$ cat src/rtl/seg_scan_ctrl_if.sv
// seg_scan_ctrl_if: value-producer inputs and display-side outputs of the 4-digit scan controller.
// master drives en_n/load/digits/dp and observes the display; slave is the controller itself.
interface seg_scan_ctrl_if;
  logic        en_n;
  logic        load;
  logic [15:0] digits_in;
  logic [3:0]  dp_in_n;
  logic [3:0]  an;
  logic [3:0]  bcd;
  logic        dp_n;
  logic        frame_done;

  modport master (
    output en_n, load, digits_in, dp_in_n,
    input  an, bcd, dp_n, frame_done
  );

  modport slave (
    input  en_n, load, digits_in, dp_in_n,
    output an, bcd, dp_n, frame_done
  );
endinterface

$ cat src/rtl/seg_scan_ctrl.sv
// seg_scan_ctrl: scans 4 BCD digits (blank gap then show per slot), double-buffered at frame edges; outputs
// registered, no backpressure (load always accepted). LEADING_ZERO_BLANK_EN: dark leading zeros in SHOW.
module seg_scan_ctrl #(
  parameter int SLOT_CYCLES  = 50000,
  parameter int BLANK_CYCLES = 1000
) (
  input logic            clk,
  input logic            reset,
  seg_scan_ctrl_if.slave bus
);

  localparam logic [1:0] ST_IDLE  = 2'd0;
  localparam logic [1:0] ST_BLANK = 2'd1;
  localparam logic [1:0] ST_SHOW  = 2'd2;

  localparam int CNT_W = (SLOT_CYCLES > 2) ? $clog2(SLOT_CYCLES) : 1;
  localparam logic [CNT_W-1:0] BLANK_LAST = CNT_W'(BLANK_CYCLES - 1);
  localparam logic [CNT_W-1:0] SHOW_LAST  = CNT_W'(SLOT_CYCLES - BLANK_CYCLES - 1);
  localparam logic [CNT_W-1:0] CNT_ONE    = CNT_W'(1);

  logic [1:0]       state_q, state_d;
  logic [1:0]       slot_q, slot_d;
  logic [CNT_W-1:0] cnt_q, cnt_d;

  logic [15:0]      pend_dig_q, pend_dig_d;
  logic [3:0]       pend_dp_q, pend_dp_d;
  logic             pend_vld_q, pend_vld_d;
  logic [15:0]      disp_dig_q, disp_dig_d;
  logic [3:0]       disp_dp_q, disp_dp_d;

  logic [3:0]       an_q, an_d;
  logic [3:0]       bcd_q, bcd_d;
  logic             dp_n_q, dp_n_d;
  logic             frame_done_q, frame_done_d;

  logic             commit;
  logic [3:0]       cur_dig;
  logic             cur_dp_n;
  logic             show_en;

  always_comb begin
    state_d = state_q;
    slot_d  = slot_q;
    cnt_d   = cnt_q + CNT_ONE;
    if (bus.en_n) begin
      state_d = ST_IDLE;
      slot_d  = 2'd0;
      cnt_d   = '0;
    end else begin
      case (state_q)
        ST_IDLE: begin
          state_d = ST_BLANK;
          slot_d  = 2'd0;
          cnt_d   = '0;
        end
        ST_BLANK: begin
          if (cnt_q == BLANK_LAST) begin
            state_d = ST_SHOW;
            cnt_d   = '0;
          end
        end
        ST_SHOW: begin
          if (cnt_q == SHOW_LAST) begin
            state_d = ST_BLANK;
            slot_d  = slot_q + 2'd1;
            cnt_d   = '0;
          end
        end
        default: begin
          state_d = ST_IDLE;
          slot_d  = 2'd0;
          cnt_d   = '0;
        end
      endcase
    end
  end

  // Display buffer only changes while dark (IDLE) or across the frame seam, so a frame never tears.
  assign commit = (state_q == ST_IDLE) ||
                  ((state_q == ST_SHOW) && (slot_q == 2'd3) && (cnt_q == SHOW_LAST));

  always_comb begin
    pend_dig_d = pend_dig_q;
    pend_dp_d  = pend_dp_q;
    pend_vld_d = pend_vld_q;
    disp_dig_d = disp_dig_q;
    disp_dp_d  = disp_dp_q;
    if (bus.load) begin
      pend_dig_d = bus.digits_in;
      pend_dp_d  = bus.dp_in_n;
      pend_vld_d = 1'b1;
    end
    if (commit) begin
      if (bus.load) begin
        disp_dig_d = bus.digits_in;
        disp_dp_d  = bus.dp_in_n;
      end else if (pend_vld_q) begin
        disp_dig_d = pend_dig_q;
        disp_dp_d  = pend_dp_q;
      end
      pend_vld_d = 1'b0;
    end
  end

  assign cur_dig  = disp_dig_d[{slot_d, 2'b00} +: 4];
  assign cur_dp_n = disp_dp_d[slot_d];

`ifdef LEADING_ZERO_BLANK_EN
  // lead_zero[k]: digit k and all digits above it are zero; digit 0 is never suppressed.
  logic [3:0] lead_zero;

  always_comb begin
    lead_zero    = 4'b0000;
    lead_zero[3] = (disp_dig_d[15:12] == 4'd0);
    lead_zero[2] = lead_zero[3] && (disp_dig_d[11:8] == 4'd0);
    lead_zero[1] = lead_zero[2] && (disp_dig_d[7:4] == 4'd0);
  end

  assign show_en = !(lead_zero[slot_d] && cur_dp_n);
`else
  assign show_en = 1'b1;
`endif

  always_comb begin
    an_d         = 4'b1111;
    bcd_d        = 4'd0;
    dp_n_d       = 1'b1;
    frame_done_d = 1'b0;
    if (state_d != ST_IDLE) begin
      bcd_d  = cur_dig;
      dp_n_d = cur_dp_n;
    end
    if ((state_d == ST_SHOW) && show_en) begin
      an_d = ~(4'b0001 << slot_d);
    end
    frame_done_d = (state_d == ST_SHOW) && (slot_d == 2'd3) && (cnt_d == SHOW_LAST);
  end

  always_ff @(posedge clk) begin
    if (reset) begin
      state_q      <= ST_IDLE;
      slot_q       <= 2'd0;
      cnt_q        <= '0;
      pend_dig_q   <= 16'h0000;
      pend_dp_q    <= 4'b1111;
      pend_vld_q   <= 1'b0;
      disp_dig_q   <= 16'h0000;
      disp_dp_q    <= 4'b1111;
      an_q         <= 4'b1111;
      bcd_q        <= 4'd0;
      dp_n_q       <= 1'b1;
      frame_done_q <= 1'b0;
    end else begin
      state_q      <= state_d;
      slot_q       <= slot_d;
      cnt_q        <= cnt_d;
      pend_dig_q   <= pend_dig_d;
      pend_dp_q    <= pend_dp_d;
      pend_vld_q   <= pend_vld_d;
      disp_dig_q   <= disp_dig_d;
      disp_dp_q    <= disp_dp_d;
      an_q         <= an_d;
      bcd_q        <= bcd_d;
      dp_n_q       <= dp_n_d;
      frame_done_q <= frame_done_d;
    end
  end

  assign bus.an         = an_q;
  assign bus.bcd        = bcd_q;
  assign bus.dp_n       = dp_n_q;
  assign bus.frame_done = frame_done_q;

endmodule

$ cat src/flat_wrapper.sv
// flat-port wrapper written by rule: the top's interface ports become plain ports
module seg_scan_ctrl_flat 
#(
  parameter int SLOT_CYCLES  = 50000,
  parameter int BLANK_CYCLES = 1000
)
  (clk, reset, bus_en_n, bus_load, bus_digits_in, bus_dp_in_n, bus_an, bus_bcd, bus_dp_n, bus_frame_done);
  seg_scan_ctrl_if bus_i ();
  input logic clk;
  input logic reset;
  input wire logic [$bits(bus_i.en_n)-1:0] bus_en_n;
  input wire logic [$bits(bus_i.load)-1:0] bus_load;
  input wire logic [$bits(bus_i.digits_in)-1:0] bus_digits_in;
  input wire logic [$bits(bus_i.dp_in_n)-1:0] bus_dp_in_n;
  output wire logic [$bits(bus_i.an)-1:0] bus_an;
  output wire logic [$bits(bus_i.bcd)-1:0] bus_bcd;
  output wire logic [$bits(bus_i.dp_n)-1:0] bus_dp_n;
  output wire logic [$bits(bus_i.frame_done)-1:0] bus_frame_done;
  assign bus_i.en_n = bus_en_n;
  assign bus_i.load = bus_load;
  assign bus_i.digits_in = bus_digits_in;
  assign bus_i.dp_in_n = bus_dp_in_n;
  assign bus_an = bus_i.an;
  assign bus_bcd = bus_i.bcd;
  assign bus_dp_n = bus_i.dp_n;
  assign bus_frame_done = bus_i.frame_done;
  seg_scan_ctrl #(.SLOT_CYCLES(SLOT_CYCLES), .BLANK_CYCLES(BLANK_CYCLES)) u_core (.clk(clk), .reset(reset), .bus(bus_i));
endmodule
$ cat config.mk
export PLATFORM = sky130hd
export DESIGN_NAME = seg_scan_ctrl_flat
export DESIGN_NICKNAME = d
export VERILOG_FILES = /design/src/rtl/seg_scan_ctrl_if.sv /design/src/rtl/seg_scan_ctrl.sv /design/src/flat_wrapper.sv
export SDC_FILE = /design/constraint.sdc
export NUM_CORES = 1
export LEC_CHECK = 0
export CORE_MARGIN = 2
export CORE_UTILIZATION = 40
export CTS_CLUSTER_SIZE = 12
export DETAILED_ROUTE_END_ITERATION = 16
export PLACE_DENSITY = 0.71
export SYNTH_ARGS = -nofsm -noshare
export SYNTH_HDL_FRONTEND = slang
export SYNTH_SLANG_ARGS = --single-unit
$ cat constraint.sdc
create_clock -name clk -period 3 [get_ports clk]
set_clock_uncertainty 0.1 [all_clocks]
set_input_delay 0.6 -clock clk [delete_from_list [all_inputs] [get_ports clk]]
set_output_delay 0.6 -clock clk [all_outputs]
set_load 0.01 [all_outputs]
==> out/qor.csv, run 1 <==
metric;value;unit
run_status;finished, final reports clean;
cts_max_path_buffers;2;
worstSetupEndpointType;flip-flop;
vias;3149;
seq_area_frac_synth;40.7;%
synthArstFlopShare;0;%
cp.required;3180;ps
ant_nets;0;
crit_fanout;12;
slew_viol_final;0;
ios;34;
grt_pass1_wl;14.4;mm
fin_nets;470;
post-route-period-util;96.3;%
stdcell_count;553;
place_inst;536;
hold_viol_final;0;
grt_use_total;18.5;%
pwr-share-clk;35.8;%
worstRegToRegCells;8;
crit_type;reg2reg;
worst_ep_arrival_time;3070;ps
r2r-end;u_core.bus.bcd[2];
dp_hpwl;6.08;mm
die-area;9490;sq um
grt_remaining_overflow;0;
synthXorXnorAreaFrac;3.76;%
first_pass_iters;5;
rr_startpoint;u_core.cnt_q[0];
clkSinkCount;71;
leakagePower;1.54;nW
synth_compound_area_share;17.4;%
worstHoldPathCells;2;
crit_buf_inv;1;
pwr-share-seq;51.8;%
clk_latency;350;ps
swShare;26.8;%
tightest_slew;525;ps
fmax;0.346;GHz
setup_violations;0;
slew_headroom;64.5;%
synthMuxAreaShare;6.38;%
gp_congestion;0.862;
clock-root-buffer;clkbuf_8;
max-cap-violations;0;
worst_setup_path_start_kind;flip-flop;
synth_seq_cells;71;
synthCells;411;
io_buffer_count;33;
drive_gt1_share;10.3;%
die_w;97.4;um
ir_worst_vdd;0.252;mV
cpMaxStageDelayCell;or4_4;
min_to;u_core.pend_dig_q[0];
netlist_area;3490;sq um
p_switching;0.524;mW
synth_top_family_by_area;simple AND/OR/NAND/NOR gates;
syn2layout_area_growth;18.6;%
row_count;34;
core;8590;sq um
routed_via_density;5.69;
synthFlopType;dfxtp_1;
min_path_type;reg2reg;
path_clk_slew;80;ps
wl;8.60;mm
fillerInstances;828;
grt_max_degree;40;
drtIter0Drc;141;
start_util;40.6;%
pwr-share-comb;12.3;%
synth_edf_count;0;
hp-start;u_core.pend_dig_q[0];
r2r_slack;110;ps
synthSimpleGateAreaFrac;25.2;%
cts_tree;built;
drc;0;
syn-num-nets;441;
post-route-min-period;2890;ps
final_cell_area;4140;sq um
p_per_area;471;nW/um^2
die_y;97.4;um
n_antenna_cell;0;
htreeDepth;3;
wl_per_cell;15.5;um
p_int;1.43;mW
cts_buffers;9;
slowest_delay;570;ps
crit_chain;ha_1 -> or4b_4 -> or4_4 -> o21ai_4 -> buf_4 -> o21ai_0 -> o32a_1 -> o22ai_2;
place_area;3930;sq um
synthAdderAreaFrac;2.15;%
rsz0062_at_grt;no;
antenna_found_initial;0;
postSynthAreaPerCell;8.49;sq um
ys_types;50;
yosys_warnings;0;
grt_pass1_vias;2993;
crit_family;simple AND/OR/NAND/NOR gates;
==> cells in the mapped netlist, types with 7 or more instances <==
| library cell | instances | area, sq um |
|---|---|---|
| inv_1 | 7 | 26.3 |
| or4_1 | 7 | 52.6 |
| mux2i_1 | 20 | 200 |
| nand3_1 | 13 | 65.1 |
| dfxtp_1 | 71 | 1420 |
| o21ai_0 | 29 | 145 |
| o22a_1 | 9 | 78.8 |
| nand3b_1 | 15 | 113 |
| clkbuf_1 | 25 | 93.8 |
| nand4_1 | 7 | 43.8 |
| o22ai_1 | 22 | 138 |
| nor2_1 | 51 | 191 |
| nand2_1 | 29 | 109 |
| nor3_1 | 17 | 85.1 |
| xor2_1 | 9 | 78.8 |
==> per-layer routing <==
layer | global-route usage [%] | part of all wire, % | vias up
met5 | 0 | 0 | -
met4 | 5.45 | 1.5 | 0
met3 | 5.76 | 6.7 | 13
met2 | 29.5 | 48 | 102
met1 | 24.2 | 44 | 1484
li1 | - | - | 1550
==> registers in the layout, summed over array words and instances, names as in the netlist <==
| name | cells |
|---|---|
| u_core.bus.an | 4 |
| u_core.bus.bcd | 4 |
| u_core.bus.dp_n | 1 |
| u_core.bus.frame_done | 1 |
| u_core.cnt_q | 16 |
| u_core.disp_dig_q | 16 |
| u_core.disp_dp_q | 4 |
| u_core.pend_dig_q | 16 |
| u_core.pend_dp_q | 4 |
| u_core.pend_vld_q | 1 |
| u_core.slot_q | 2 |
| u_core.state_q | 2 |
==> area by class of cell <==
| type | count | area (sq um) | area share, % |
|---|---|---|---|
| multi-input combinational | 303 | 1930 | 46.7 |
| tap | 108 | 135 | 3.26 |
| inverter | 7 | 26.3 | 0.635 |
| timing repair buffer | 48 | 442 | 10.7 |
| clock buffer | 10 | 138 | 3.32 |
| clock inverter | 6 | 45.0 | 1.09 |
| sequential | 71 | 1420 | 34.4 |
==> cells by family (layout without fill, tap and decap cells) <==
group	Yosys count	count (layout)
multiplexers	22	22
flip-flops	71	71
adder cells (fa/ha/maj)	6	6
AO/OA/AOI/OAI	90	90
XOR/XNOR	15	15
buffers and inverters	37	71
AND/OR/NAND/NOR	170	170
==> worst register-to-register path: stages (launching register included) <==
cell and delay (ps):
dfxtp_1 350, ha_1 170, or4b_4 480, or4_4 570, o21ai_4 270, buf_4 240
o21ai_0 120, o32a_1 380, o22ai_2 140
==> worst max-delay path by stage <==
stage	endpoint	depth (start not counted)	slack, ps	from
after floorplan	u_core.bus.bcd[2]	9	130	u_core.cnt_q[0]
after global placement	u_core.bus.bcd[0]	9	180	bus_en_n
after detailed placement	u_core.bus.bcd[0]	9	-8	bus_en_n
after CTS	u_core.bus.bcd[3]	9	60	u_core.cnt_q[1]
after global routing	u_core.bus.bcd[2]	8	2	u_core.cnt_q[0]
final	u_core.bus.bcd[2]	8	110	u_core.cnt_q[0]
==> power by group through the flow <==
stage               Combinational, mW  Sequential [mW]  Clock [mW]
finish                          0.240             1.01       0.699
global route                    0.266             1.02       0.758
CTS                             0.239             1.01       0.720
detailed placement              0.238             1.03           0
global placement                0.232             1.03           0
floorplan                       0.159             1.03           0
==> per-stage QoR <==
stage | setup TNS, ps | setup slack (ps) | total power [mW] | hold slack [ps] | util, %
final | 0 | 111 | 1.95 | 394 | 48.2
after global placement | 0 | 183 | 1.26 | 364 | 45.7
after CTS | 0 | 55.7 | 1.97 | 395 | 47.9
after detailed placement | -15.2 | -8.17 | 1.27 | 379 | 45.7
after global routing | 0 | 1.56 | 2.04 | 433 | 48.2
after floorplan | 0 | 133 | 1.19 | 338 | -
==> layout by cell type, fill, tap and decap left out, types with 5 or more instances in the layout <==
cell type | Yosys | final
nor2_1 | 51 | 51
ha_1 | 6 | 6
nand2b_1 | 5 | 5
clkbuf_8 | 0 | 10
and3_1 | 6 | 6
or4_1 | 7 | 7
buf_4 | 1 | 14
a21oi_1 | 5 | 5
o22ai_1 | 22 | 22
nand4_1 | 7 | 7
o22a_1 | 9 | 9
nand3b_1 | 15 | 15
nand2_1 | 29 | 29
clkdlybuf4s50_1 | 0 | 32
nor3_1 | 17 | 17
xor2_1 | 9 | 9
mux2i_1 | 20 | 20
dfxtp_1 | 71 | 70
nand3_1 | 13 | 13
inv_1 | 7 | 7
o21ai_0 | 29 | 29
xnor2_1 | 6 | 6
==> timing repair <==
item                       4_1_cts  5_1_grt
setup buffers                    0        1
hold buffers                     0        0
resized for setup                0        4
setup endpoints to repair        0        6
(Power assumes the default switching activity.)
==> run 2: changes to the inputs <==
--- a/config.mk
+++ b/config.mk
@@ -9,7 +9,9 @@
 export CORE_UTILIZATION = 40
 export CTS_CLUSTER_SIZE = 12
 export DETAILED_ROUTE_END_ITERATION = 16
+export HOLD_SLACK_MARGIN = 0.02
 export PLACE_DENSITY = 0.71
+export SKIP_CTS_REPAIR_TIMING = 1
 export SYNTH_ARGS = -nofsm -noshare
 export SYNTH_HDL_FRONTEND = slang
 export SYNTH_SLANG_ARGS = --single-unit
==> constraint.sdc (replaced) <==
create_clock -name clk -period 3 [get_ports clk]
set_clock_uncertainty 0.1 [all_clocks]
set_input_delay 0.9 -clock clk [delete_from_list [all_inputs] [get_ports clk]]
set_output_delay 0.9 -clock clk [all_outputs]
set_load 0.01 [all_outputs]
==> run 2 against run 1 <==
Effect of this change: non-clock buffer count grew 7; combinational power increased by 3%; setup slack gained 62 ps; global-route usage grew 0.27 points; count of clock-buffer cells in the layout did not move; critical endpoint unchanged.
==> out/qor.csv, run 2 (synthesized netlist as in run 1, its figures left out) <==
metric;value;unit;change
p_switching;0.505;mW;-3.6%
cts_tree;built;;
tightest_slew;474;ps;-51.1 ps
row_count;34;;unchanged
pre_cts_slack;-152;ps;-144 ps
grt_pass1_vias;3138;;+4.8%
drtIter0Drc;146;;+3.5%
post-route-period-util;94.3;%;-2.1 points
grt_use_total;18.8;%;+0.27 points
place_area;4000;sq um;+1.7%
max-cap-violations;0;;unchanged
worst_setup_path_start_kind;flip-flop;;
slew_viol_final;0;;unchanged
drc;0;;unchanged
clk_latency;340;ps;about the same
first_pass_iters;5;;unchanged
leakagePower;1.58;nW;+2.6%
ant_nets;0;;unchanged
clkSinkCount;71;;unchanged
min_path_type;reg2reg;;
die_w;97.4;um;unchanged
grt_max_degree;57;;+43%
worst_ep_arrival_time;3000;ps;-70 ps
cpMaxStageDelayCell;or4_1;;
dp_hpwl;6.06;mm;-0.34%
place_inst;543;;+1.3%
ir_worst_vdd;0.211;mV;-16%
wl;8.53;mm;-0.79%
pwr-share-seq;48.2;%;-3.6 points
clock-root-buffer;clkbuf_8;;
p_per_area;495;nW/um^2;+5.0%
setup_tns;0;ps;unchanged
crit_fanout;7;;-5
setup_violations;0;;unchanged
cp.required;3170;ps;about the same
crit_type;reg2reg;;
reg.largest.list;u_core.cnt_q x16, u_core.disp_dig_q x16, u_core.pend_dig_q x16;;
n_antenna_cell;0;;unchanged
setup_ws;172;ps;+61.7 ps
drive_gt1_share;11.8;%;+1.4 points
p_int;1.59;mW;+12%
crit_family;simple AND/OR/NAND/NOR gates;;
syn2layout_area_growth;21.5;%;
io_buffer_count;33;;unchanged
swShare;24.0;%;-2.8 points
worstSetupEndpointType;flip-flop;;
grt_remaining_overflow;0;;unchanged
cts_buffers;9;;unchanged
path_clk_slew;80;ps;about the same
antenna_found_initial;0;;unchanged
die_y;97.4;um;unchanged
utilization;49.4;%;+1.2 points
fin_nets;477;;+1.5%
grt_pass1_wl;14.7;mm;+2.1%
htreeDepth;3;;unchanged
pwr-share-comb;11.8;%;-0.5 points
core;8590;sq um;unchanged
die-area;9490;sq um;unchanged
final_cell_mix;dfxtp_1, nor2_1, clkdlybuf4s50_1;;
post-route-min-period;2830;ps;-61.7 ps
gp_congestion;0.880;;+2.0%
slowest_delay;500;ps;-70 ps
cts_max_path_buffers;2;;unchanged
start_util;40.6;%;unchanged
slew_headroom;68.1;%;+3.6 points
crit_buf_inv;1;;unchanged
final_common_cell;dfxtp_1;;
fmax;0.354;GHz;+2.2%
power.total;2.10;mW;+7.6%
vias;3147;;-0.064%
r2r_slack;170;ps;+60 ps
crit_chain;ha_1 -> or4b_4 -> or4_4 -> o21ai_4 -> buf_4 -> nor2_2 -> or4_1 -> o31a_1 -> o22ai_2;;
stdcell_count;559;;+1.1%
run_status;finished, final reports clean;;
routed_via_density;5.63;;-1.1%
final_cell_area;4240;sq um;+2.5%
ios;34;;unchanged
hold_viol_final;0;;unchanged
pwr-share-clk;40.0;%;+4.2 points
wl_per_cell;15.3;um;-1.9%
fin_hold_ws;391;ps;-3.83 ps
rsz0062_at_grt;no;;
[run 2: cell types whose count changed in the layout (fill, tap and decap cells not counted), sizes merged]
cell | before | now
buf | 16 | 23
clkinv | 2 | 0
inv | 8 | 7
bufinv | 0 | 2
[run 2: path summary, 6_finish.rpt]
| path | to | cells after the start | startpoint |
|---|---|---|---|
| hold reg to reg | u_core.pend_dig_q[0] | 2 | u_core.pend_dig_q[0] |
| setup reg to reg | u_core.bus.bcd[2] | 9 | u_core.cnt_q[1] |
| hold / removal | u_core.pend_dig_q[0] | 2 | u_core.pend_dig_q[0] |
| setup / recovery | u_core.bus.bcd[2] | 9 | u_core.cnt_q[1] |
[run 2: area by class of cell]
class,count,area (sq um)
inverter,7,26.3
fill,832,4350
clock buffer,10,138
multi-input combinational,303,1930
tap,108,135
clock inverter,5,82.6
sequential,71,1420
timing repair buffer,55,507
[run 2: per-layer routing]
layer,track usage [%],vias up,wire length (um)
li1,-,1567,-
met1,24.1,1503,3880
met2,31.7,70,4240
met3,4.75,7,358
met4,4.70,0,57
met5,0,-,0
[run 2: power by group through the flow]
stage / Clock, mW / Combinational (mW) / Sequential, mW
6_report: 0.840 / 0.247 / 1.01
5_1_grt: 0.891 / 0.275 / 1.02
4_1_cts: 0.862 / 0.245 / 1.01
3_5_place_dp: 0 / 0.243 / 1.03
3_3_place_gp: 0 / 0.237 / 1.03
2_1_floorplan: 0 / 0.159 / 1.03
[run 2: tightest hold or removal path: stages (launching register included)]
cell	delay, ps
dfxtp_1	330
nand2_1	60
a21oi_1	60
==> run 3: changes to the inputs <==
--- a/config.mk
+++ b/config.mk
@@ -9,8 +9,9 @@
 export CORE_UTILIZATION = 40
 export CTS_CLUSTER_SIZE = 12
 export DETAILED_ROUTE_END_ITERATION = 16
+export GPL_TIMING_DRIVEN = 0
 export HOLD_SLACK_MARGIN = 0.02
-export PLACE_DENSITY = 0.71
+export PLACE_DENSITY = 0.61
 export SKIP_CTS_REPAIR_TIMING = 1
 export SYNTH_ARGS = -nofsm -noshare
 export SYNTH_HDL_FRONTEND = slang
==> constraint.sdc (replaced) <==
create_clock -name clk -period 3 [get_ports clk]
set_clock_uncertainty 0.1 [all_clocks]
set_input_delay 0.9 -clock clk [delete_from_list [all_inputs] [get_ports clk]]
set_output_delay 0.9 -clock clk [all_outputs]
set_load 0.05 [all_outputs]
==> run 3 against run 2 <==
Effect of this change: count of clock-buffer cells in the layout stayed put; largest cell class unchanged; final cell count is 1.6% higher; sequential share of layout area is 0.43 points higher; via count is 3.2% higher; critical path depth is 1 lower; critical path type is now in2reg; setup slack worse by 85 ps; global-route usage is 1.7 points higher; total power is 5.1% lower; first-iteration DRC count is 61% higher; critical endpoint is now u_core.bus.bcd[1]; core utilization is 0.45 points lower; die area stayed put.
==> out/qor.csv, run 3 (synthesized netlist as in run 1, its figures left out) <==
metric;value;unit;change
run_status;finished, final reports clean;;
first_pass_iters;4;;-1
die_w;97.4;um;unchanged
cts_max_path_buffers;2;;unchanged
path_clk_slew;80;ps;about the same
p_per_area;474;nW/um^2;-4.3%
slew_headroom;59.2;%;-8.9 points
fin_hold_ws;372;ps;-18.7 ps
slowest_delay;520;ps;+20 ps
setup_violations;0;;unchanged
pre_cts_slack;-627;ps;-475 ps
min_path_type;reg2reg;;
crit_family;buffers and inverters;;
final_common_cell;dfxtp_1;;
row_count;34;;unchanged
worst_ep_arrival_time;3080;ps;+80 ps
drc;0;;unchanged
ir_worst_vdd;0.281;mV;+33%
max-cap-violations;0;;unchanged
clkSinkCount;71;;unchanged
core;8590;sq um;unchanged
clock-root-buffer;clkbuf_8;;
leakagePower;1.54;nW;-2.4%
cp.required;3170;ps;about the same
post-route-min-period;2910;ps;+85.0 ps
die_y;97.4;um;unchanged
crit_type;in2reg;;
vias;3247;;+3.2%
start_util;40.6;%;unchanged
dp_hpwl;6.71;mm;+11%
power.total;1.99;mW;-5.1%
grt_max_degree;14;;-75%
grt_remaining_overflow;0;;unchanged
ios;34;;unchanged
worst_setup_path_start_kind;primary input;;
io_buffer_count;33;;unchanged
wl;9.56;mm;+12%
antenna_found_initial;0;;unchanged
cts_tree;built;;
grt_use_total;20.5;%;+1.7 points
routed_via_density;5.72;;+1.5%
tightest_slew;612;ps;+138 ps
crit_buf_inv;2;;+1
slew_viol_final;0;;unchanged
cpMostUsedCell;o21ai_0;;
crit_fanout;10;;+3
reg.largest.list;u_core.cnt_q x16, u_core.disp_dig_q x16, u_core.pend_dig_q x16;;
worstSetupEndpointType;flip-flop;;
htreeDepth;3;;unchanged
die-area;9490;sq um;unchanged
drtIter0Drc;235;;+61%
fmax;0.343;GHz;-2.9%
setup_tns;0;ps;unchanged
post-route-period-util;97.1;%;+2.8 points
crit_chain;clkdlybuf4s50_1 -> clkbuf_1 -> o21ai_0 -> o21ai_0 -> o21ai_0 -> or4_1 -> o31a_1 -> o22ai_1;;
cpMaxStageDelayCell;or4_1;;
hold_viol_final;0;;unchanged
final_cell_mix;dfxtp_1, nor2_1, clkdlybuf4s50_1;;
cts_buffers;9;;unchanged
grt_pass1_vias;3122;;-0.51%
setup_ws;87.1;ps;-85.0 ps
clk_latency;360;ps;+20 ps
fin_nets;485;;+1.7%
grt_pass1_wl;15.6;mm;+6.2%
syn2layout_area_growth;20.4;%;
ant_nets;0;;unchanged
drive_gt1_share;10.0;%;-1.8 points
wl_per_cell;16.8;um;+10%
gp_congestion;0.852;;-3.1%
n_antenna_cell;0;;unchanged
[run 3: cell count changes in the layout (fill, tap and decap cells not counted), moves of 2 or more]
cell | before | now
clkbuf_2 | 0 | 4
clkbuf_1 | 0 | 20
bufinv_16 | 2 | 0
dfxtp_1 | 71 | 69
clkinvlp_4 | 3 | 1
clkinv_2 | 0 | 2
buf_4 | 20 | 3
clkinv_4 | 0 | 2
[run 3: per-layer routing]
metal | GRT usage [%] | wire, um | up-vias
met1 | 27.6 | 4410 | 1566
met2 | 32.8 | 4500 | 85
met5 | 0 | 0 | -
met3 | 3.24 | 508 | 9
li1 | - | - | 1587
met4 | 8.65 | 136 | 0
[run 3: power breakdown]
group | switching, mW | internal [mW] | leakage, nW
clock | 0.397 | 0.325 | 0.0926
combinational | 0.139 | 0.121 | 0.866
sequential | 0.0261 | 0.984 | 0.583
total | 0.562 | 1.43 | 1.54
[run 3: path summary, 6_finish.rpt]
check,start,cells past startpoint,endpoint,slack (ps)
setup reg to reg,u_core.cnt_q[0],9,u_core.bus.bcd[0],110
hold reg to reg,u_core.cnt_q[0],1,u_core.cnt_q[0],370
hold / removal,u_core.cnt_q[0],1,u_core.cnt_q[0],370
setup / recovery,bus_load,8,u_core.bus.bcd[1],90
[run 3: worst reg2reg max path, stage by stage (launching register included)]
cell     delay, ps
dfxtp_4        390
ha_4           160
or4b_4         480
or4_4          480
o21ai_4        190
buf_4          150
nor2_1          40
or4_1          520
o31a_1         130
o22ai_1        180
[run 3: per-stage QoR]
stage / cells / utilization (%) / area (sq um)
global placement: 552 / 46.0 / 3960
floorplan: 411 / - / 3490
global route: 568 / 48.9 / 4200
detailed placement: 552 / 46.0 / 3960
CTS: 568 / 48.2 / 4140
finish: 568 / 48.9 / 4200
[run 3: final cells by class]
cell class / count / area [sq um]
Buffer: 28 / 126
Clock buffer: 10 / 138
Clock inverter: 6 / 43.8
Fill cell: 834 / 4390
Inverter: 7 / 26.3
Multi-Input combinational cell: 303 / 1960
Sequential cell: 71 / 1430
Tap cell: 108 / 135
Timing Repair Buffer: 35 / 345
